## src/rtl/csi_rx_pkg.sv

```systemverilog
// Shared RAW10 definitions for the CSI-2 receive pixel path.
package csi_rx_pkg;

  localparam int unsigned RAW10_GROUP_BYTES   = 5;
  localparam int unsigned RAW10_PIX_W         = 10;
  localparam int unsigned RAW10_PIX_PER_GROUP = 4;
  localparam int unsigned RAW10_GROUP_W       = RAW10_PIX_PER_GROUP * RAW10_PIX_W;

  // Element n is pixel n; pixel 0 occupies the low bits.
  typedef logic [RAW10_PIX_PER_GROUP-1:0][RAW10_PIX_W-1:0] raw10_group_t;

  // Bytes 0..3 carry the pixel MSBs; byte 4 packs the four 2-bit LSB pairs.
  function automatic raw10_group_t raw10_decode(input logic [8*RAW10_GROUP_BYTES-1:0] grp_bytes);
    raw10_group_t grp;
    for (int n = 0; n < int'(RAW10_PIX_PER_GROUP); n++) begin
      grp[n] = {grp_bytes[8*n +: 8], grp_bytes[8*RAW10_PIX_PER_GROUP + 2*n +: 2]};
    end
    return grp;
  endfunction

endpackage

```

## src/rtl/csi_rx_raw10_linecheck.sv

```systemverilog
// Per-line group counter, end-of-line length/residual compare and sticky error flag.
module csi_rx_raw10_linecheck
  import csi_rx_pkg::*;
#(
  parameter int unsigned LINE_PIXELS = 1280,
  parameter int unsigned CNT_W       = 12
) (
  input  logic clk_i,
  input  logic rst_n_i,
  input  logic frame_rise_i,
  input  logic frame_fall_i,
  input  logic group_i,
  input  logic residual_i,
  input  logic vsync_i,
  output logic line_err_o,
  output logic line_err_sticky_o
);

  localparam int unsigned CMP_W = CNT_W + 2;

  logic [CNT_W-1:0] count_q, count_d;
  logic             err_q, err_d;
  logic             sticky_q, sticky_d;

  always_comb begin
    count_d  = count_q;
    err_d    = 1'b0;
    sticky_d = sticky_q;

    if (frame_rise_i) begin
      count_d = '0;
    end
    // Saturate so an overlong line cannot wrap back to a matching count.
    if (group_i && (count_d != {CNT_W{1'b1}})) begin
      count_d = count_d + CNT_W'(1);
    end

    if (frame_fall_i) begin
      err_d = ({count_q, 2'b00} != CMP_W'(LINE_PIXELS)) || residual_i;
    end

    if (vsync_i) begin
      sticky_d = 1'b0;
    end
    if (err_d) begin
      sticky_d = 1'b1;
    end
  end

  always_ff @(posedge clk_i or negedge rst_n_i) begin
    if (!rst_n_i) begin
      count_q  <= '0;
      err_q    <= 1'b0;
      sticky_q <= 1'b0;
    end else begin
      count_q  <= count_d;
      err_q    <= err_d;
      sticky_q <= sticky_d;
    end
  end

  assign line_err_o        = err_q;
  assign line_err_sticky_o = sticky_q;

endmodule

```

## src/rtl/csi_rx_raw10_unpack.sv

```systemverilog
// Repacks the 32-bit CSI-2 payload word stream into registered 4-pixel RAW10 groups.
// Optional per-line length checking is compiled in with CSI_RX_RAW10_LINE_CHECK_EN.
module csi_rx_raw10_unpack
  import csi_rx_pkg::*;
#(
  parameter int unsigned LINE_PIXELS = 1280,
  parameter int unsigned CNT_W       = 12
) (
  input  logic        clock,
  input  logic        areset_n,
  input  logic [31:0] payload_data,
  input  logic        payload_enable,
  input  logic        payload_frame,
  input  logic        vsync,
  output logic [39:0] pixel_data,
  output logic        pixel_valid,
  output logic        pixel_line_start,
  output logic        pixel_vsync,
  output logic        line_err,
  output logic        line_err_sticky
);

  localparam int unsigned BUF_W   = 64;
  localparam int unsigned OCC_W   = 4;
  localparam int unsigned GRP_W   = 8 * RAW10_GROUP_BYTES;

  if (((LINE_PIXELS % 4) != 0) || ((LINE_PIXELS / 4) >= (1 << CNT_W))) begin : g_bad_params
    $error("csi_rx_raw10_unpack: LINE_PIXELS must be a multiple of 4 and LINE_PIXELS/4 must fit in CNT_W");
  end

  logic [BUF_W-1:0] buf_q, buf_d;
  logic [OCC_W-1:0] occ_q, occ_d;
  logic             frame_q;
  logic             first_q, first_d;
  raw10_group_t     pix_q, pix_d;
  logic             valid_q, start_q, start_d, vsync_q;

  logic             accept, frame_rise, frame_fall, emit, first_now;
  logic [BUF_W-1:0] base_buf, cat_buf;
  logic [OCC_W-1:0] base_occ, cat_occ;

  always_comb begin
    accept     = payload_enable & payload_frame;
    frame_rise = payload_frame & ~frame_q;
    frame_fall = ~payload_frame & frame_q;
    first_now  = first_q | frame_rise;

    // A new line always appends to an empty buffer.
    base_buf = frame_rise ? '0 : buf_q;
    base_occ = frame_rise ? '0 : occ_q;

    cat_buf = base_buf;
    cat_occ = base_occ;
    if (accept) begin
      cat_buf = base_buf | (BUF_W'(payload_data) << {base_occ, 3'b000});
      cat_occ = base_occ + OCC_W'(4);
    end
    emit = (cat_occ >= OCC_W'(RAW10_GROUP_BYTES));

    buf_d   = cat_buf;
    occ_d   = cat_occ;
    pix_d   = pix_q;
    start_d = 1'b0;
    first_d = first_now;

    if (emit) begin
      buf_d   = cat_buf >> GRP_W;
      occ_d   = cat_occ - OCC_W'(RAW10_GROUP_BYTES);
      pix_d   = raw10_decode(cat_buf[GRP_W-1:0]);
      start_d = first_now;
      first_d = 1'b0;
    end

    // Line end drops any residual bytes.
    if (frame_fall) begin
      buf_d   = '0;
      occ_d   = '0;
      first_d = 1'b0;
    end
  end

  always_ff @(posedge clock or negedge areset_n) begin
    if (!areset_n) begin
      buf_q   <= '0;
      occ_q   <= '0;
      frame_q <= 1'b0;
      first_q <= 1'b0;
      pix_q   <= '0;
      valid_q <= 1'b0;
      start_q <= 1'b0;
      vsync_q <= 1'b0;
    end else begin
      buf_q   <= buf_d;
      occ_q   <= occ_d;
      frame_q <= payload_frame;
      first_q <= first_d;
      pix_q   <= pix_d;
      valid_q <= emit;
      start_q <= start_d;
      vsync_q <= vsync;
    end
  end

  assign pixel_data       = pix_q;
  assign pixel_valid      = valid_q;
  assign pixel_line_start = start_q;
  assign pixel_vsync      = vsync_q;

`ifdef CSI_RX_RAW10_LINE_CHECK_EN
  csi_rx_raw10_linecheck #(
    .LINE_PIXELS (LINE_PIXELS),
    .CNT_W       (CNT_W)
  ) u_linecheck (
    .clk_i             (clock),
    .rst_n_i           (areset_n),
    .frame_rise_i      (frame_rise),
    .frame_fall_i      (frame_fall),
    .group_i           (emit),
    .residual_i        (occ_q != '0),
    .vsync_i           (vsync),
    .line_err_o        (line_err),
    .line_err_sticky_o (line_err_sticky)
  );
`else
  assign line_err        = 1'b0;
  assign line_err_sticky = 1'b0;
`endif

endmodule

```

## config.mk

```make
export PLATFORM = sky130hd
export DESIGN_NAME = csi_rx_raw10_unpack
export DESIGN_NICKNAME = d
export VERILOG_FILES = /design/src/rtl/csi_rx_pkg.sv /design/src/rtl/csi_rx_raw10_linecheck.sv /design/src/rtl/csi_rx_raw10_unpack.sv
export SDC_FILE = /design/constraint.sdc
export NUM_CORES = 1
export LEC_CHECK = 0
export BUFFER_PORTS_ARGS = -buffer_cell sky130_fd_sc_hd__buf_4
export CAP_MARGIN = 20
export CORE_AREA = 2 2 135 97
export CTS_CLUSTER_SIZE = 30
export DETAILED_ROUTE_END_ITERATION = 10
export DIE_AREA = 0 0 137 99
export PLACE_DENSITY = 0.73
export SYNTH_ARGS = -nofsm -noshare
export SYNTH_HDL_FRONTEND = slang
export SYNTH_SLANG_ARGS = --single-unit
```

## constraint.sdc

```tcl
create_clock -name clock -period 2.15 [get_ports clock]
set_input_delay 0.215 -clock clock [delete_from_list [all_inputs] [get_ports clock]]
set_output_delay 0.215 -clock clock [all_outputs]
set_load 0.005 [all_outputs]
```

==> impl_metrics.tcl, run 1 <==
set metrics [dict create \
    yosys-top-cells-count "113 x dfrtp_1, 60 x nor2_1, 48 x a21oi_1, 43 x nand2_1, 43 x nor2b_1" \
    endpoint_kind "flip-flop" \
    synth_top_area_cell "dfrtp_1" \
    synth_area_leaders "dfrtp_1 47%, nor2b_1 4.5%, a21oi_1 4.0%" \
    grt_antenna_before_repair 0 \
    finalSetupViolCount 1 \
    fp.dieH_um 99 \
    synthToLayoutAreaGrowth_pct 25.03 \
    dieArea_sq_um 13560 \
    fmax_ghz 0.4641 \
    rsz0062_at_grt "yes" \
    grt_pass1_vias 5240 \
    post-cts-setup-buffer-count 0 \
    yosys.cell_count.top_type "dfrtp_1" \
    wirelength_um 19190 \
    timing.final.crit_share_pct 100.2 \
    drc_errors 0 \
    synthDistinctLibCells 53 \
    max_cap_violations 0 \
    worstPathMaxFanout 40 \
    yosysTopAreaCellShare_pct 46.82 \
    rr_worst_depth 6 \
    clock_skew_ps 5.912 \
    r2r_slack_ps -5 \
    drv_slew 0 \
    synth_area_sq_um 6040 \
    cts.clk_slew.worst_paths_ps 60 \
    ys.warnings.count 0 \
    start_kind "flip-flop" \
    cts-root-buf "clkbuf_16" \
    crit_arrival_ps 2480 \
    ios 82 \
    wl_per_cell_um 21.96 \
    drt_first_pass_iters 5 \
    syn_area_per_cell_sq_um 9.726 \
    r2r-start "frame_q" \
    holdPathEnd "frame_q" \
    syn_inst 621 \
    clock_latency_ps 410 \
    routed_via_density 6.281 \
    synthArstFlopShare_pct 100.0 \
    pre_cts_slack_ps 72.87 \
    ys.flop_type "dfrtp_1" \
    clk_path_buf_depth 2 \
    fp.dieW_um 137 \
    vdd_drop_max_mv 0.7296 \
    tightest_slew_ps 575.1 \
    initial_core_util_pct 49.30 \
    drive_above_1_share_pct 27.11 \
    cts.sinks 113 \
    cts_made_buffers 17 \
    dp_hpwl_um 12710 \
    ys_seq_area_share_pct 46.82 \
    diodes 0 \
    grt_usage_pct 29.44 \
    worst_slack_ps -4.817 \
    worstHoldPathType "input pin to flip-flop" \
    fin_nets 736 \
    grt_pass1_wl_um 29970 \
    grt_overflow 0 \
    gp_congestion 0.8986 \
    vias 5490 \
    min_period_ps 2155 \
    slew_headroom_pct 61.56 \
    powerDensity_nw_per_um2 1186 \
    violations "negative setup slack" \
    grt_max_degree 41 \
    num_rows 34 \
    rr_endpoint "buf_q[9]" \
    hp-start "payload_frame" \
    ys_ff_latch 113 \
    setup_tns_ps -4.817 \
    hold_viol 0 \
    coreArea_sq_um 12250 \
    required_ps 2480 \
    power_leakage_nw 3.383 \
    holdPathStages 1 \
    final_antenna_net_count 0 \
    crit_type "flip-flop to flip-flop" \
    cts_tree "done" \
    synth_edf_count 0 \
    drt_iter0_drc 573 \
    port_buffers 79 \
    status "complete, but fails checks" \
    htree_num_levels 4 \
]
[critical path, stage by stage, from the launching register on]
cell and delay [ps]:
dfrtp_1 350, nand2b_2 170, buf_12 220, nand3_1 380
o221ai_1 540, a21oi_1 180, o22ai_1 200
[kinds of logic after synthesis]
group / after synthesis / share of synthesized area (%)
multiplexers: 21 / 5.739
XOR/XNOR: 1 / 0.1450
flip-flops: 113 / 46.82
buffers and inverters: 71 / 5.780
AND/OR/NAND/NOR: 195 / 15.81
AO/OA/AOI/OAI: 219 / 25.65
other: 1 / 0.06209
[sequential cells by signal, indices dropped and copies added (netlist names)]
name              cells
frame_q               1
pixel_data           40
first_q               1
pixel_valid           1
pixel_vsync           1
buf_q                64
pixel_line_start      1
occ_q                 4
[where the power goes]
| group | internal, mW | switching (mW) | total (mW) | leakage, nW |
|---|---|---|---|---|
| Combinational | 1.45 | 1.62 | 3.07 | 1.64 |
| Sequential | 2.72 | 0.314 | 3.03 | 1.46 |
| Clock | 1.80 | 1.05 | 2.86 | 0.278 |
| Total | 5.97 | 2.99 | 8.96 | 3.38 |
[placed cells by master, fill, tap and decap left out, drive strengths merged, types with 18 or more instances in the layout]
cell,Yosys,final
buf,30,114
a22oi,25,25
a21oi,57,57
nand3,19,19
dfrtp,113,113
nor2b,43,43
o21ai,21,21
clkbuf,29,22
nand2,44,44
o22ai,24,24
a31oi,18,18
nor2,60,60
[metrics by stage]
step	utilization [%]	hold WS (ps)	area (sq um)	cells	total power, mW
2_1_floorplan	-	-80.59	6043	622	4.742
3_3_place_gp	56.43	198.9	6914	839	5.986
3_5_place_dp	56.43	207.5	6914	839	6.065
4_1_cts	61.49	43.28	7533	873	8.952
5_1_grt	61.63	47.74	7551	874	9.430
6_report	61.63	56.05	7551	874	8.955
[area by class of cell]
class | count | area (sq um)
clock buffer | 21 | 470.5
clock inverter | 11 | 128.9
fill | 1011 | 4701
inverter | 12 | 47.55
multi-input combinational | 438 | 2903
sequential | 113 | 2828
tap | 162 | 202.7
timing repair buffer | 117 | 970.9
[how the worst max path moves through the flow]
stage	startpoint	end	slack (ps)	depth (start not counted)
4_1_cts	frame_q	pixel_data[27]	50	7
3_3_place_gp	occ_q[2]	buf_q[39]	130	4
3_5_place_dp	occ_q[2]	buf_q[39]	70	4
6_report	frame_q	buf_q[9]	-5	6
5_1_grt	frame_q	pixel_data[26]	-30	6
2_1_floorplan	occ_q[3]	pixel_data[0]	200	9
[per-layer routing]
| layer | wire, um | GRT usage, % | up-vias |
|---|---|---|---|
| met5 | 0 | 0 | - |
| met4 | 196 | 8.247 | 0 |
| met3 | 1942 | 8.591 | 21 |
| met2 | 8792 | 42.82 | 303 |
| li1 | - | - | 2436 |
| met1 | 8260 | 42.91 | 2730 |
[repair_timing]
| item | CTS | global route |
|---|---|---|
| hold buffers | 2 | 0 |
| setup endpoints to repair | 0 | 35 |
| hold endpoints to repair | 32 | 0 |
| gates resized for setup | 0 | 4 |
(Power assumes the default switching activity.)
==> inputs of run 2 (changes only) <==
- CTS_CLUSTER_DIAMETER: not set -> 40
- REMOVE_ABC_BUFFERS: not set -> 1
- SKIP_CTS_REPAIR_TIMING: not set -> 1
==> run 2 against run 1 <==
Effect of this change:
- sequential share of layout area is 0.51 points lower
- clock-buffer cell count fell by 1
- combinational power hardly changed
- global-route usage shrank 0.36 points
- hold slack got worse by 9.6 ps
- die area did not move
- cell area increased by 1.4%
- power increased by 2.4%
- cell count up 0.92%
- the run now ends clean
- clock power grew 8.7%
- highest routed layer unchanged
- sequential power about the same
- critical path depth did not move
==> impl_metrics.tcl, run 2 (synthesized netlist as in run 1, its figures left out) <==
set metrics [dict create \
    status "completed" \
    cts_made_buffers 17 \
    wirelength_um 18970 \
    initial_core_util_pct 49.30 \
    hold_viol 0 \
    crit_buf_inv 1 \
    grt_overflow 0 \
    drt_iter0_drc 661 \
    drive_above_1_share_pct 28.06 \
    coreArea_sq_um 12250 \
    fin_nets 745 \
    drt_first_pass_iters 7 \
    final_antenna_net_count 0 \
    diodes 0 \
    power_leakage_nw 3.467 \
    endpoint "buf_q[18]" \
    fp.dieW_um 137 \
    slew_headroom_pct 55.46 \
    critical_path.top_delay_family "compound AO/OA/AOI/OAI gates" \
    clock_skew_ps 8.385 \
    final-instance-count-excl-fill 882 \
    hold-worst-slack_ps 46.49 \
    worstPathMaxFanout 40 \
    cp.depth 6 \
    dp.cells 849 \
    vias 5628 \
    rr_endpoint "buf_q[18]" \
    rsz0062_at_grt "no" \
    cts_tree "done" \
    grt_pass1_wl_um 29970 \
    routed_via_density 6.381 \
    dp_hpwl_um 12220 \
    clk_path_buf_depth 2 \
    rr_worst_depth 6 \
    cts.sinks 113 \
    grt_max_degree 67 \
    dieArea_sq_um 13560 \
    worstHoldPathType "input pin to flip-flop" \
    cts.clk_slew.worst_paths_ps 50 \
    r2r-start "frame_q" \
    slowest_stage "dfrtp_1" \
    largest-register "buf_q" \
    htree_num_levels 4 \
    min_period_ps 2117 \
    max_cap_violations 0 \
    setup_tns_ps 0 \
    most-common-layout-cells "117 x buf_4, 113 x dfrtp_1, 60 x nor2_1" \
    num_rows 34 \
    required_ps 2420 \
    vdd_drop_max_mv 0.7574 \
    cts-root-buf "clkbuf_16" \
    crit_type "flip-flop to flip-flop" \
    fp.dieH_um 99 \
    largest_reg_flops 64 \
    cp-startpoint "frame_q" \
    tightest_slew_ps 663.1 \
    clock_latency_ps 420 \
    drv_slew 0 \
    grt_pass1_vias 5633 \
    synthToLayoutAreaGrowth_pct 26.77 \
    design_power_total_mw 9.167 \
    powerDensity_nw_per_um2 1197 \
    port_buffers 79 \
    finalSetupViolCount 0 \
    start_kind "flip-flop" \
    post-route-util_pct 62.49 \
    wl_per_cell_um 21.51 \
    path_cells "nand2b_2 > buf_12 > a31oi_1 > o221ai_1 > a22oi_1 > o22ai_1" \
    r2r_slack_ps 30 \
    crit_arrival_ps 2380 \
    mostFrequentLayoutCell "buf_4" \
    grt_antenna_before_repair 0 \
    cpPeakStageDelay_ps 470 \
    grt_usage_pct 29.08 \
    fmax_ghz 0.4724 \
    ios 82 \
    endpoint_kind "flip-flop" \
    drc_errors 0 \
    timing.final.crit_share_pct 98.47 \
    gp_congestion 0.8914 \
]
[run 2: report_power, final]
group	internal [mW]	total [mW]	switching, mW
Combinational	1.46	3.04	1.57
Clock	2.13	3.11	0.980
Sequential	2.72	3.02	0.301
Total	6.32	9.17	2.85
[run 2: worst min path at each step]
stage / start / depth (start not counted) / end
after floorplan: areset_n / 0 / buf_q[0]
after global placement: areset_n / 1 / pixel_data[21]
after detailed placement: areset_n / 1 / pixel_data[21]
after CTS: areset_n / 1 / pixel_data[21]
after global routing: payload_frame / 1 / frame_q
final: payload_frame / 1 / frame_q
[run 2: through the flow]
step                setup WS [ps]  instance area, sq um
global placement            203.7                  6977
global route                6.739                  7656
CTS                         89.51                  7627
detailed placement          153.1                  6977
floorplan                   -2574                  5739
finish                      32.96                  7656
[run 2: cell type report]
| cell class | count | area, sq um |
|---|---|---|
| multi-input cells | 438 | 2900 |
| repair buffers | 126 | 1030 |
| inverters | 12 | 45.04 |
| clock inverters | 11 | 183.9 |
| fillers | 1038 | 4596 |
| flip-flops and latches | 113 | 2828 |
| well taps | 162 | 202.7 |
| clock buffers | 20 | 466.7 |
[run 2: worst reg2reg max path, delay by kind of cell (launching register included)]
family                 cells  cell delay (ps)
buffers and inverters      1              220
AO/OA/AOI/OAI              4              960
AND/OR/NAND/NOR            1              320
flip-flops                 1              470
[run 2: metal layers]
layer | global-route usage (%) | vias to the layer above | part of all wire, %
met2 | 44.70 | 387 | 46
met3 | 6.842 | 64 | 11
met5 | 0 | - | 0
li1 | - | 2460 | -
met1 | 39.45 | 2717 | 40
met4 | 12.53 | 0 | 2.9
